$ cat src/rtl/cic_comp_fir_dec2.sv
// Decimate-by-2 CIC compensation FIR: 11-tap symmetric filter evaluated with one
// time-shared multiplier on every second CIC sample, rounded and saturated to 8 bits.
module cic_comp_fir_dec2 #(
    parameter int ACC_W     = 18,
    parameter int OUT_SHIFT = 6
) (
    input  logic       clk,
    input  logic       reset,
    input  logic       in_valid,
    input  logic [7:0] x_in,
    output logic [7:0] y_out,
    output logic       out_valid,
    output logic       busy,
    output logic       overrun
);

    localparam int DATA_W = 8;
    localparam int COEF_W = 8;
    localparam int PROD_W = DATA_W + COEF_W;
    localparam logic [3:0] LAST_TAP = 4'd10;
    localparam logic signed [ACC_W-1:0] SAT_MAX = ACC_W'(127);
    localparam logic signed [ACC_W-1:0] SAT_MIN = ACC_W'(-128);

    typedef enum logic [1:0] {IDLE, MAC, OUT} state_t;

    state_t state, state_nxt;

    logic signed [DATA_W-1:0] sample_buf [16];
    logic [3:0]               wr_ptr;
    logic [3:0]               base;
    logic [3:0]               tap;
    logic [3:0]               rd_addr;
    logic                     ph;
    logic                     trigger;
    logic                     start;
    logic                     mac_en;
    logic                     out_en;
    logic signed [PROD_W-1:0] prod;
    logic signed [ACC_W-1:0]  prod_ext;
    logic signed [ACC_W-1:0]  acc;

    function automatic logic signed [COEF_W-1:0] coef(input logic [3:0] idx);
        case (idx)
            4'd0, 4'd10: coef = -8'sd1;
            4'd2, 4'd8:  coef = 8'sd3;
            4'd3, 4'd7:  coef = -8'sd8;
            4'd4, 4'd6:  coef = 8'sd18;
            4'd5:        coef = 8'sd40;
            default:     coef = 8'sd0;
        endcase
    endfunction

    // Adding half an LSB before the arithmetic shift rounds ties toward +inf.
    function automatic logic signed [ACC_W-1:0] round_shift(input logic signed [ACC_W-1:0] a);
        logic signed [ACC_W-1:0] half;
        half = '0;
        half[OUT_SHIFT-1] = 1'b1;
        round_shift = (a + half) >>> OUT_SHIFT;
    endfunction

    function automatic logic signed [DATA_W-1:0] sat8(input logic signed [ACC_W-1:0] v);
        if (v > SAT_MAX)
            sat8 = SAT_MAX[DATA_W-1:0];
        else if (v < SAT_MIN)
            sat8 = SAT_MIN[DATA_W-1:0];
        else
            sat8 = v[DATA_W-1:0];
    endfunction

    assign trigger  = in_valid & ph;
    assign rd_addr  = base - tap;
    assign prod     = PROD_W'(coef(tap)) * PROD_W'(sample_buf[rd_addr]);
    assign prod_ext = ACC_W'(prod);

    // Samples are stored in every state; the 5 writes that can land during a
    // computation sit ahead of base and never alias the 11 taps being read.
    always_ff @(posedge clk or negedge reset) begin
        if (!reset) begin
            for (int i = 0; i < 16; i++)
                sample_buf[i] <= '0;
            wr_ptr <= '0;
            ph     <= 1'b0;
        end else if (in_valid) begin
            sample_buf[wr_ptr] <= x_in;
            wr_ptr             <= wr_ptr + 4'd1;
            ph                 <= ~ph;
        end
    end

    always_ff @(posedge clk or negedge reset) begin
        if (!reset)
            state <= IDLE;
        else
            state <= state_nxt;
    end

    always_comb begin
        state_nxt = state;
        case (state)
            IDLE:    if (trigger) state_nxt = MAC;
            MAC:     if (tap == LAST_TAP) state_nxt = OUT;
            OUT:     state_nxt = IDLE;
            default: state_nxt = IDLE;
        endcase
    end

    // busy stretches over the out_valid cycle so it covers the whole 13-cycle job.
    always_comb begin
        start  = (state == IDLE) && trigger;
        mac_en = (state == MAC);
        out_en = (state == OUT);
        busy   = (state != IDLE) || out_valid;
    end

    always_ff @(posedge clk or negedge reset) begin
        if (!reset) begin
            base      <= '0;
            tap       <= '0;
            acc       <= '0;
            y_out     <= '0;
            out_valid <= 1'b0;
            overrun   <= 1'b0;
        end else begin
            if (start) begin
                base <= wr_ptr;
                tap  <= '0;
                acc  <= '0;
            end else if (mac_en) begin
                acc <= acc + prod_ext;
                tap <= tap + 4'd1;
            end
            if (out_en)
                y_out <= sat8(round_shift(acc));
            out_valid <= out_en;
            if (trigger && (state != IDLE))
                overrun <= 1'b1;
        end
    end

endmodule

$ cat config.mk
export PLATFORM = sky130hd
export DESIGN_NAME = cic_comp_fir_dec2
export DESIGN_NICKNAME = d
export VERILOG_FILES = /design/src/rtl/cic_comp_fir_dec2.sv
export SDC_FILE = /design/constraint.sdc
export NUM_CORES = 1
export LEC_CHECK = 0
export ABC_CLOCK_PERIOD_IN_PS = 20100
export CAP_MARGIN = 20
export CORE_MARGIN = 5
export CORE_UTILIZATION = 40
export CTS_CLUSTER_SIZE = 16
export DETAILED_ROUTE_END_ITERATION = 10
export PLACE_DENSITY = 0.53
export SYNTH_ARGS = -nofsm -noshare
export SYNTH_HDL_FRONTEND = slang
export SYNTH_SLANG_ARGS = --single-unit
export TNS_END_PERCENT = 5
$ cat constraint.sdc
create_clock -name clk -period 20.1 [get_ports clk]
set_clock_uncertainty 0.05 [all_clocks]
set_input_delay 2.01 -clock clk [delete_from_list [all_inputs] [get_ports clk]]
set_output_delay 2.01 -clock clk [all_outputs]
set_load 0.005 [all_outputs]
==> metrics.yaml <==
synth:
  ys_ff_latch: 171
  async_flop_share_pct: 100.0
  ys_seq_area_share_pct: 37.84
  avgSynthCellArea_sq_um: 12.15
  synth.cell_area_sq_um: 11310
  ys.flop_type: "dfrtp_1"
  netlist_instances: 931
  yosys_warnings: 0
  synth_edf_count: 0
  syn_nets: 1074
  synthDistinctLibCells: 64
setup_path:
  r2r-start: "tap[0]"
  r2r_cells: 22
  crit_fanout: 16
  start_kind: "flip-flop"
  rrSetupSlack_ns: 12.67
  critical_path_required_ns: 20.34
  worstPathArrival_ns: 7.66
  worstSetupPathType: "flip-flop to flip-flop"
  cp-end-kind: "flip-flop"
  r2r-end: "acc[15]"
clock_network:
  cts_tree: "yes"
  cts_setup_buffers: 0
  path_clk_slew_ns: 0.07
  root_buffer: "clkbuf_16"
  clockBufferDepth: 2
  clkLatencyLatePin_ns: 0.44
  cts_buffers: 17
  hold_buffers: 0
  htreeDepth: 4
  cts_resized: 0
  cts_sinks: 171
timing:
  period_share_pct: 36.94
  min_period_ns: 7.426
  finalWorstSetupSlack_ns: 12.67
  setup_violations: 0
  finalHoldViolations: 0
  tns_ns: 0
  slew_headroom_pct: 34.01
  maxSlewViolCount: 0
  worst_pin_slew_ns: 0.9862
  fmaxAchievable_mhz: 134.7
  rsz0062_at_grt: "false"
floorplanning:
  core_sq_um: 27860
  dieWidth_microns: 178.1
  placement_rows: 61
  die_h_microns: 178.1
  ios: 22
  start_util_pct: 40.59
  die_area_sq_um: 31730
detailed_routing:
  wl_per_cell_microns: 18.55
  routed_wl_microns: 24780
  drc: 0
  drtAntennaViolNets: 0
  drtIter0Drc: 377
  vias: 6954
  drt_pre_antenna_iters: 4
  via_per_inst: 5.205
global_route:
  grt_max_degree: 98
  grt.total_usage_pct: 16.60
  grt_pass1_vias: 7433
  grt-ovfl-total: 0
  grt_first_pass_wirelength_microns: 40890
  grt_antenna_before_repair: 0
hold_path:
  min_to: "overrun"
  min-delay-start: "overrun"
  hold_path.class: "flip-flop to flip-flop"
  hold-path-cell-count: 1
placed_design:
  dpl.hpwl_microns: 18010
  gp_congestion: 0.8157
  io_buffers: 21
  pre_cts_ws_ns: 12.65
cells_and_area:
  multi_input_area_sq_um: 6485
  area_growth_pct: 10.67
  nNetsFinal: 1088
  final_cell_mix: "171 x dfrtp_1, 132 x mux2_2, 103 x inv_1"
  antenna_cells: 0
  drive_above_1_share_pct: 23.59
  final_common_cell: "dfrtp_1"
  fillers: 2629
  seq_area_sq_um: 4279
run:
  cap_violations: 0
run_status:
  status: "complete, no violations"
-- worst max-delay path by stage --
stage                 from      end  slack [ns]  cells after the start
floorplan           tap[2]  acc[15]       12.86                     21
global placement    tap[0]  acc[17]       12.72                     22
detailed placement  tap[0]  acc[17]       12.65                     22
CTS                 tap[0]  acc[15]       12.63                     22
global route        tap[0]  acc[17]       12.22                     21
finish              tap[0]  acc[15]       12.67                     22
-- cells in the mapped netlist (all sizes together) (4+ instances only) --
cell	instances	area, sq um
nand4	4	25.02
nand2	60	227.7
o21a	5	37.54
clkbuf	25	93.84
dfrtp	171	4279
ha	53	663.1
or3	4	25.02
mux4	32	720.7
fa	79	1582
mux2i	19	197.7
xor2	13	132.6
mux2	134	1516
nand2b	11	68.82
nor2	60	232.7
o21bai	4	30.03
and3	6	37.54
xnor2	16	147.7
nand3	11	67.57
buf	9	66.31
inv	103	386.6
nor3	8	55.05
o31ai	7	52.55
a21oi	19	98.85
or2	5	31.28
a21o	6	45.04
nor2b	8	52.55
o21ai	30	150.1
-- cell families (layout without fill, tap and decap cells) --
group	after synthesis	after routing	share of synthesized area [%]
flip-flops	171	171	37.84
AND/OR/NAND/NOR	187	187	7.977
XOR/XNOR	29	29	2.479
AO/OA/AOI/OAI	90	90	5.488
buffers and inverters	137	164	4.835
adder cells (fa/ha/maj)	132	132	19.85
multiplexers	185	185	21.53
-- flip-flops by register name, indices dropped and copies added, names as in the netlist, 2 cells and up --
name,count
base,4
acc,18
state,2
tap,4
y_out,8
wr_ptr,4
sample_buf,128
-- through the flow --
stage,instance area [sq um],hold slack (ns),util [%],cells
CTS,12510,0.4383,44.92,1336
global route,12510,0.4603,44.92,1336
finish,12510,0.4383,44.92,1336
floorplan,11310,0.4029,-,931
detailed placement,11900,0.4181,42.70,1304
global placement,11900,0.4121,42.70,1304
-- area by class of cell --
cell class	count	area share, %
inverters	103	3.089
flip-flops and latches	171	34.19
clock inverters	15	1.550
repair buffers	29	2.170
well taps	378	3.779
clock buffers	17	3.399
multi-input cells	623	51.82
-- metal layers --
layer	vias up	global-route usage [%]	wire length, microns
li1	3216	-	-
met3	22	2.416	602
met5	-	0	0
met1	3627	22.03	10990
met4	0	4.125	374
met2	89	28.74	12810
-- critical path, cell delays in order (launching register included) --
cell	delay, ns
dfrtp_1	0.49
ha_2	0.22
inv_1	0.06
fa_1	0.44
xor2_4	0.70
mux2i_1	0.27
mux2i_2	0.49
nor2b_1	0.20
buf_4	0.26
fa_1	0.47
fa_1	0.53
fa_1	0.44
fa_1	0.54
inv_1	0.05
fa_1	0.50
inv_1	0.04
ha_1	0.32
o21a_1	0.14
a2111oi_2	0.42
nor2_1	0.13
o41ai_2	0.24
xor2_1	0.17
o21ai_1	0.07
Power is not shown: default switching activity piles up to over one toggle a cycle in this logic, so the estimate is an artifact.
